<file path="config.mk">
export PLATFORM = sky130hd
export DESIGN_NAME = debug_dump_tx_flat
export DESIGN_NICKNAME = d
export VERILOG_FILES = /design/src/rtl/debug_dump_tx_if.sv /design/src/rtl/debug_dump_tx.sv /design/src/flat_wrapper.sv
export SDC_FILE = /design/constraint.sdc
export NUM_CORES = 1
export LEC_CHECK = 0
export CAP_MARGIN = 0
export CORE_MARGIN = 2
export CORE_UTILIZATION = 35
export CTS_CLUSTER_SIZE = 24
export DETAILED_ROUTE_END_ITERATION = 16
export REMOVE_ABC_BUFFERS = 1
export SYNTH_ARGS = -nofsm -noshare
export SYNTH_HDL_FRONTEND = slang
export SYNTH_SLANG_ARGS = --single-unit
</file>
<file path="constraint.sdc">
create_clock -name i_clock -period 3.7 [get_ports i_clock]
set_input_delay 0.74 -clock i_clock [delete_from_list [all_inputs] [get_ports i_clock]]
set_output_delay 0.74 -clock i_clock [all_outputs]
set_load 0.02 [all_outputs]
</file>
<file path="src/rtl/debug_dump_tx_if.sv">
// Bus bundle between the debug unit core side and the dump serializer.
// The serializer takes the slave modport; the core/UART side takes master.
interface debug_dump_tx_if #(
    parameter int DATA_WIDTH      = 32,
    parameter int DATA_WIDTH_UART = 8,
    parameter int NB_REGS         = 32,
    parameter int NB_MEM_WORDS    = 32
);
    localparam int REG_AW = $clog2(NB_REGS);
    localparam int MEM_AW = $clog2(NB_MEM_WORDS);

    logic                       i_start;
    logic [DATA_WIDTH-1:0]      i_pc;
    logic [REG_AW-1:0]          o_reg_addr;
    logic [DATA_WIDTH-1:0]      i_reg_data;
    logic [MEM_AW-1:0]          o_mem_addr;
    logic [DATA_WIDTH-1:0]      i_mem_data;
    logic [DATA_WIDTH_UART-1:0] o_tx_byte;
    logic                       o_tx_signal;
    logic                       i_tx_done;
    logic                       o_busy;
    logic                       o_done;

    modport slave (
        input  i_start, i_pc, i_reg_data, i_mem_data, i_tx_done,
        output o_reg_addr, o_mem_addr, o_tx_byte, o_tx_signal, o_busy, o_done
    );

    modport master (
        output i_start, i_pc, i_reg_data, i_mem_data, i_tx_done,
        input  o_reg_addr, o_mem_addr, o_tx_byte, o_tx_signal, o_busy, o_done
    );
endinterface

</file>
<file path="src/rtl/debug_dump_tx.sv">
// Debug dump serializer: streams PC, register file and data memory to the UART, LSB byte first.
// Optional DEBUG_DUMP_CHECKSUM_EN appends one XOR checksum byte after the last memory byte.
module debug_dump_tx #(
    parameter int DATA_WIDTH      = 32,
    parameter int DATA_WIDTH_UART = 8,
    parameter int NB_REGS         = 32,
    parameter int NB_MEM_WORDS    = 32
) (
    input logic              i_clock,
    input logic              i_reset,
    debug_dump_tx_if.slave   bus
);
    localparam int REG_AW = $clog2(NB_REGS);
    localparam int MEM_AW = $clog2(NB_MEM_WORDS);
    localparam int WCW    = (REG_AW > MEM_AW) ? REG_AW : MEM_AW;
    localparam int BPW    = DATA_WIDTH / DATA_WIDTH_UART;
    localparam int BCW    = (BPW > 1) ? $clog2(BPW) : 1;

    typedef enum logic [2:0] {
        ST_IDLE  = 3'd0,
        ST_FETCH = 3'd1,
        ST_LATCH = 3'd2,
        ST_SEND  = 3'd3,
        ST_WAIT  = 3'd4,
        ST_NEXT  = 3'd5,
        ST_DONE  = 3'd6
    } state_t;

    typedef enum logic [1:0] {
        SEC_PC   = 2'd0,
        SEC_REG  = 2'd1,
        SEC_MEM  = 2'd2,
        SEC_CSUM = 2'd3
    } section_t;

    state_t                     state_q, state_d;
    section_t                   section_q, section_d;
    logic [BCW-1:0]             byte_cnt_q, byte_cnt_d;
    logic [WCW-1:0]             word_cnt_q, word_cnt_d;
    logic [DATA_WIDTH-1:0]      buf_q, buf_d;
    logic [DATA_WIDTH_UART-1:0] tx_byte_q, tx_byte_d;
    logic                       tx_signal_q, tx_signal_d;
    logic                       busy_q, busy_d;
    logic                       done_q, done_d;
    logic [REG_AW-1:0]          reg_addr_q, reg_addr_d;
    logic [MEM_AW-1:0]          mem_addr_q, mem_addr_d;
`ifdef DEBUG_DUMP_CHECKSUM_EN
    logic [DATA_WIDTH_UART-1:0] csum_q, csum_d;
`endif

    logic [DATA_WIDTH_UART-1:0] cur_byte_s;
    logic                       last_byte_s;
    logic                       last_word_s;
    logic [WCW-1:0]             word_nxt_s;

    // Byte selection and end-of-word / end-of-section detection.
    always_comb begin
        cur_byte_s  = buf_q[int'(byte_cnt_q) * DATA_WIDTH_UART +: DATA_WIDTH_UART];
        last_byte_s = (byte_cnt_q == BCW'(BPW - 1));
        word_nxt_s  = word_cnt_q + WCW'(1);
        case (section_q)
            SEC_REG: last_word_s = (word_cnt_q == WCW'(NB_REGS - 1));
            SEC_MEM: last_word_s = (word_cnt_q == WCW'(NB_MEM_WORDS - 1));
            default: last_word_s = 1'b1;
        endcase
    end

    // Next-state logic. Read addresses are updated on entry to FETCH so that a
    // registered-read memory has its data ready while the FSM sits in LATCH.
    always_comb begin
        state_d     = state_q;
        section_d   = section_q;
        byte_cnt_d  = byte_cnt_q;
        word_cnt_d  = word_cnt_q;
        buf_d       = buf_q;
        tx_byte_d   = tx_byte_q;
        tx_signal_d = 1'b0;
        busy_d      = busy_q;
        done_d      = 1'b0;
        reg_addr_d  = reg_addr_q;
        mem_addr_d  = mem_addr_q;
`ifdef DEBUG_DUMP_CHECKSUM_EN
        csum_d      = csum_q;
`endif
        case (state_q)
            ST_IDLE: begin
                if (bus.i_start) begin
                    buf_d      = bus.i_pc;
                    section_d  = SEC_PC;
                    byte_cnt_d = '0;
                    word_cnt_d = '0;
                    busy_d     = 1'b1;
                    state_d    = ST_SEND;
`ifdef DEBUG_DUMP_CHECKSUM_EN
                    csum_d     = '0;
`endif
                end else begin
                    state_d = ST_IDLE;
                end
            end
            ST_FETCH: state_d = ST_LATCH;
            ST_LATCH: begin
                if (section_q == SEC_MEM) begin
                    buf_d = bus.i_mem_data;
                end else begin
                    buf_d = bus.i_reg_data;
                end
                byte_cnt_d = '0;
                state_d    = ST_SEND;
            end
            ST_SEND: begin
                tx_byte_d   = cur_byte_s;
                tx_signal_d = 1'b1;
`ifdef DEBUG_DUMP_CHECKSUM_EN
                csum_d      = csum_q ^ cur_byte_s;
`endif
                state_d     = ST_WAIT;
            end
            ST_WAIT: begin
                if (bus.i_tx_done) begin
                    state_d = ST_NEXT;
                end else begin
                    state_d = ST_WAIT;
                end
            end
            ST_NEXT: begin
`ifdef DEBUG_DUMP_CHECKSUM_EN
                if (section_q == SEC_CSUM) begin
                    state_d = ST_DONE;
                end else
`endif
                if (!last_byte_s) begin
                    byte_cnt_d = byte_cnt_q + BCW'(1);
                    state_d    = ST_SEND;
                end else if (!last_word_s) begin
                    word_cnt_d = word_nxt_s;
                    if (section_q == SEC_MEM) begin
                        mem_addr_d = MEM_AW'(word_nxt_s);
                    end else begin
                        reg_addr_d = REG_AW'(word_nxt_s);
                    end
                    state_d = ST_FETCH;
                end else begin
                    word_cnt_d = '0;
                    case (section_q)
                        SEC_PC: begin
                            section_d  = SEC_REG;
                            reg_addr_d = '0;
                            state_d    = ST_FETCH;
                        end
                        SEC_REG: begin
                            section_d  = SEC_MEM;
                            mem_addr_d = '0;
                            state_d    = ST_FETCH;
                        end
`ifdef DEBUG_DUMP_CHECKSUM_EN
                        SEC_MEM: begin
                            section_d  = SEC_CSUM;
                            buf_d      = DATA_WIDTH'(csum_q);
                            byte_cnt_d = '0;
                            state_d    = ST_SEND;
                        end
`endif
                        default: state_d = ST_DONE;
                    endcase
                end
            end
            ST_DONE: begin
                done_d  = 1'b1;
                busy_d  = 1'b0;
                state_d = ST_IDLE;
            end
            default: state_d = ST_IDLE;
        endcase
    end

    // State and registered outputs; async reset aborts any dump in progress.
    always_ff @(posedge i_clock or negedge i_reset) begin
        if (!i_reset) begin
            state_q     <= ST_IDLE;
            section_q   <= SEC_PC;
            byte_cnt_q  <= '0;
            word_cnt_q  <= '0;
            buf_q       <= '0;
            tx_byte_q   <= '0;
            tx_signal_q <= 1'b0;
            busy_q      <= 1'b0;
            done_q      <= 1'b0;
            reg_addr_q  <= '0;
            mem_addr_q  <= '0;
`ifdef DEBUG_DUMP_CHECKSUM_EN
            csum_q      <= '0;
`endif
        end else begin
            state_q     <= state_d;
            section_q   <= section_d;
            byte_cnt_q  <= byte_cnt_d;
            word_cnt_q  <= word_cnt_d;
            buf_q       <= buf_d;
            tx_byte_q   <= tx_byte_d;
            tx_signal_q <= tx_signal_d;
            busy_q      <= busy_d;
            done_q      <= done_d;
            reg_addr_q  <= reg_addr_d;
            mem_addr_q  <= mem_addr_d;
`ifdef DEBUG_DUMP_CHECKSUM_EN
            csum_q      <= csum_d;
`endif
        end
    end

    assign bus.o_tx_byte   = tx_byte_q;
    assign bus.o_tx_signal = tx_signal_q;
    assign bus.o_busy      = busy_q;
    assign bus.o_done      = done_q;
    assign bus.o_reg_addr  = reg_addr_q;
    assign bus.o_mem_addr  = mem_addr_q;

endmodule

</file>
<file path="src/flat_wrapper.sv">
// flat-port wrapper written by rule: the top's interface ports become plain ports
module debug_dump_tx_flat 
#(
    parameter int DATA_WIDTH      = 32,
    parameter int DATA_WIDTH_UART = 8,
    parameter int NB_REGS         = 32,
    parameter int NB_MEM_WORDS    = 32
)
  (i_clock, i_reset, bus_i_start, bus_i_pc, bus_i_reg_data, bus_i_mem_data, bus_i_tx_done, bus_o_reg_addr, bus_o_mem_addr, bus_o_tx_byte, bus_o_tx_signal, bus_o_busy, bus_o_done);
  debug_dump_tx_if #(.DATA_WIDTH(DATA_WIDTH), .DATA_WIDTH_UART(DATA_WIDTH_UART), .NB_REGS(NB_REGS), .NB_MEM_WORDS(NB_MEM_WORDS)) bus_i ();
  input logic i_clock;
  input logic i_reset;
  input wire logic [$bits(bus_i.i_start)-1:0] bus_i_start;
  input wire logic [$bits(bus_i.i_pc)-1:0] bus_i_pc;
  input wire logic [$bits(bus_i.i_reg_data)-1:0] bus_i_reg_data;
  input wire logic [$bits(bus_i.i_mem_data)-1:0] bus_i_mem_data;
  input wire logic [$bits(bus_i.i_tx_done)-1:0] bus_i_tx_done;
  output wire logic [$bits(bus_i.o_reg_addr)-1:0] bus_o_reg_addr;
  output wire logic [$bits(bus_i.o_mem_addr)-1:0] bus_o_mem_addr;
  output wire logic [$bits(bus_i.o_tx_byte)-1:0] bus_o_tx_byte;
  output wire logic [$bits(bus_i.o_tx_signal)-1:0] bus_o_tx_signal;
  output wire logic [$bits(bus_i.o_busy)-1:0] bus_o_busy;
  output wire logic [$bits(bus_i.o_done)-1:0] bus_o_done;
  assign bus_i.i_start = bus_i_start;
  assign bus_i.i_pc = bus_i_pc;
  assign bus_i.i_reg_data = bus_i_reg_data;
  assign bus_i.i_mem_data = bus_i_mem_data;
  assign bus_i.i_tx_done = bus_i_tx_done;
  assign bus_o_reg_addr = bus_i.o_reg_addr;
  assign bus_o_mem_addr = bus_i.o_mem_addr;
  assign bus_o_tx_byte = bus_i.o_tx_byte;
  assign bus_o_tx_signal = bus_i.o_tx_signal;
  assign bus_o_busy = bus_i.o_busy;
  assign bus_o_done = bus_i.o_done;
  debug_dump_tx #(.DATA_WIDTH(DATA_WIDTH), .DATA_WIDTH_UART(DATA_WIDTH_UART), .NB_REGS(NB_REGS), .NB_MEM_WORDS(NB_MEM_WORDS)) u_core (.i_clock(i_clock), .i_reset(i_reset), .bus(bus_i));
endmodule
</file>
==> key figures <==
STA
  • Rel. slew slack: a little under half
  • Fmax achieved: between 400 and 500 MHz
  • Final Hold Slack: 401.8 ps
  • Worst-margin pin slew: roughly 810 ps
  • Setup total negative slack: 0 ps
  • Hold Fails Final Rpt: 0
  • Endpoints failing setup: 0
  • Final min period: 2374 ps
  • Final Slew Violations: 0
  • Setup Skew: 11.07 ps
  • Tcrit/Tclk final: about 64%
  • Unrepaired setup endpoints after global routing: false

CTS
  • Worst skew pair latency: 340 ps
  • Hold Buf Count CTS: 0
  • CTS Sinks: 65
  • Clock-pin slew on the worst setup and hold paths: around 70 ps
  • Cts bufs inserted: 9
  • CTS tree: yes
  • Post-CTS Setup Inserts: 0
  • Root Driver: clkbuf_8
  • PostCTS Resize Cnt: 0
  • Clk buf depth: 2
  • CTS HTree Levels: 3

Critical path
  • Worst R2R Setup Slack: 1330 ps
  • Crit end category: register
  • WP data required: 3920 ps
  • Max FO, Critical Path: 13
  • CP endpoint: u_core.bus.o_mem_addr[3]$_DFFE_PN0P_
  • R2R Path End: u_core.bus.o_mem_addr[3]$_DFFE_PN0P_
  • Reg2reg path depth: 4
  • CP Data Arrival Time: roughly 2600 ps
  • CP Launch Type: register
  • Crit. Startpoint: u_core.byte_cnt_q[0]$_DFFE_PN0P_
  • CP Class: reg2reg
  • RR Startpoint: u_core.byte_cnt_q[0]$_DFFE_PN0P_

Final layout
  • Diodes inserted: 0
  • Layout net count: about 580
  • Fillcell total: 997
  • Layout area overhead: 39.30%
  • Fraction of layout cells with a size suffix above 1: 9.705%
  • Area occupied by multi-input gates: 0.001758 sq mm
  • Sequential standard cell area: 0.001627 sq mm

Synth
  • Mapped Area: 0.003607 sq mm
  • Top post-synthesis cells by area: dfrtp_1 45%, mux2i_1 9.4%, a21oi_1 5.3%, mux4_2 5.0%, nand2_1 4.6%
  • Post-synth EDFFs: 0
  • Seq cells post-synth: 65
  • Mapped Cells: 359
  • Area leader, netlist: dfrtp_1
  • Post-synthesis cell type count: 42
  • Register area share after synthesis: 45.09%
  • Syn Area/Cell: 10.05 sq um
  • Ys Warns: 0
  • Synth top area share: 45.09%
  • Ys flop type: dfrtp_1
  • Post-synthesis async set-or-reset flop share: 100.0%

Placed design
  • Gpl congestion: 0.7846
  • PortBufs: 120
  • Hpwl dp: between 5000 and 6000 um

Power
  • Clock power frac: between 20% and 30%
  • Pleak: ~2.0 nW
  • Switch share: 35.69%
  • PD cells: 612.5 mW/mm^2
  • Maximum vdd ir drop: 0.0002655 V
  • Switching power: ~0.0011 W
  • Pint: between 0.0015 and 0.002 W
  • Combinational share of power: 42.3%
  • Flop pwr share: 37.1%
  • Power Total: about 0.0031 W

Floorplanning
  • Die W: 105.5 um
  • Top Ports: 121
  • Placeable Area: 0.01018 sq mm
  • Initial Util: between 30% and 40%
  • Die area: 0.01113 sq mm
  • Die height: between 100 and 150 um
  • Site Rows: 37

Detailed routing
  • Drt drc: 0
  • WL/cell: 13.02 um
  • 1st-iter DRT viols: 123
  • Drt first pass iters: 4
  • DRT antenna net count: 0
  • Vias per inst: 4.815
  • Via count: 2,937
  • Total wire length: 7941 um

Flow run
  • Max capacitance violation total: 0

Global routing
  • GR Util met2: 26.64%
  • Pin count of the biggest net entering global routing: 49
  • Met1 GRT Util: 17.66%
  • Global-route wire length before repair: about 13,000 um
  • Initial antenna violation count: 0
  • Vias in the first global route: between 2,000 and 3,000
  • Global route total overflow: 0
  • Global Route Usage Sum: 15.17%
  • GRT Max-Usage Layer: met2
  • Grt met3 use: 5.133%

Outcome
  • Run status: complete, no violations

Worst hold path
  • Worst hold path type: in2async
## layout make-up
cell class              instances  area share, %
multi-input cells             263          34.99
inverters                       6         0.4482
repair buffers                125          24.55
well taps                     136          3.386
flip-flops and latches         65          32.37
clock buffers                  13          3.561
clock inverters                 2         0.6972
## power groups by stage
stage / logic, W / clock network [W] / registers [W]
finish: 0.00130 / 0.000634 / 0.00114
detailed placement: 0.00133 / 0 / 0.00116
global placement: 0.00130 / 0 / 0.00115
global route: 0.00145 / 0.000688 / 0.00118
CTS: 0.00133 / 0.000655 / 0.00115
floorplan: 0.000824 / 0 / 0.00117
## metal layers
metal	routed length (um)	vias to the layer above	share of wire, %
met3	476	9	6.0
met5	0	-	0
li1	-	1491	-
met4	70	0	0.88
met1	3347	1351	42
met2	4046	86	51
## registers in the layout, summed over array words and instances, names as in the netlist
register / cells
u_core.buf_q: 32
u_core.state_q: 3
u_core.word_cnt_q: 5
u_core.section_q: 2
u_core.bus.o_busy: 1
u_core.bus.o_mem_addr: 5
u_core.bus.o_tx_signal: 1
u_core.bus.o_tx_byte: 8
u_core.bus.o_done: 1
u_core.bus.o_reg_addr: 5
u_core.byte_cnt_q: 2
## cells by family (layout without fill, tap and decap cells)
kind of cell | count (synthesis) | count (layout) | share of synthesized area, %
AOI/OAI and AO/OA | 102 | 102 | 15.40
and+or+nand+nor | 100 | 100 | 11.69
DFF | 65 | 65 | 45.09
muxes | 53 | 53 | 18.70
buffers and inverters | 31 | 146 | 6.555
adders and majority gates | 6 | 6 | 2.081
xor gates and xnor gates | 2 | 2 | 0.4857
## worst min path at each step
stage                                                       to                    startpoint  slack (ps)  depth (start not counted)
after floorplan                    u_core.buf_q[0]$_DFFE_PN0P_                       i_reset         440                          0
after global placement            u_core.buf_q[19]$_DFFE_PN0P_  u_core.buf_q[19]$_DFFE_PN0P_         460                          2
after detailed placement          u_core.buf_q[20]$_DFFE_PN0P_  u_core.buf_q[20]$_DFFE_PN0P_         470                          2
after CTS                 u_core.bus.o_mem_addr[2]$_DFFE_PN0P_                       i_reset         410                          1
after global routing      u_core.bus.o_mem_addr[2]$_DFFE_PN0P_                       i_reset         440                          1
final                     u_core.bus.o_mem_addr[2]$_DFFE_PN0P_                       i_reset         400                          1
## cell usage after synthesis (4+ instances only)
library cell  instances
mux2_4                8
o21ai_0              20
clkbuf_8              4
nor2_1               40
mux4_2                8
buf_6                 4
buf_2                 5
dfrtp_1              65
ha_1                  6
a21oi_1              38
nand2_1              44
o21ai_1              31
clkbuf_1              5
mux2i_1              34
inv_1                 6
o41ai_1               4
## layout by cell type, fill, tap and decap left out, drive strengths merged
master           n
nand4b           1
nand3b           1
bufinv           1
o31ai            1
nand2           44
or3b             1
nand3            3
mux2i           34
o21ai           51
and3             2
nor3b            1
a22oi            1
nand2b           1
clkbuf          13
clkinv           1
mux2            11
a2bb2oi          1
o41ai            4
clkdlybuf4s50  119
dfrtp           65
a21oi           38
buf              6
xnor2            1
or3              1
a31oi            3
mux4             8
nor2b            1
xor2             1
and4b            1
ha               6
a22o             3
nor3             3
nor2            40
inv              6
## through the flow
step	utilization (%)	area (sq um)	std cells	setup slack [ps]
floorplan	-	3393	334	290.9
global placement	47.24	4811	595	1189
detailed placement	47.24	4811	595	1142
CTS	49.34	5025	610	1288
global route	49.34	5025	610	1118
finish	49.34	5025	610	1326
## worst max-delay path: stages, from the launching register on
cell and delay, ps:
dfrtp_1 760, ha_1 350, nand4b_1 440, nor2_1 330
mux2_2 360
Power figures use the tool's default switching activity.
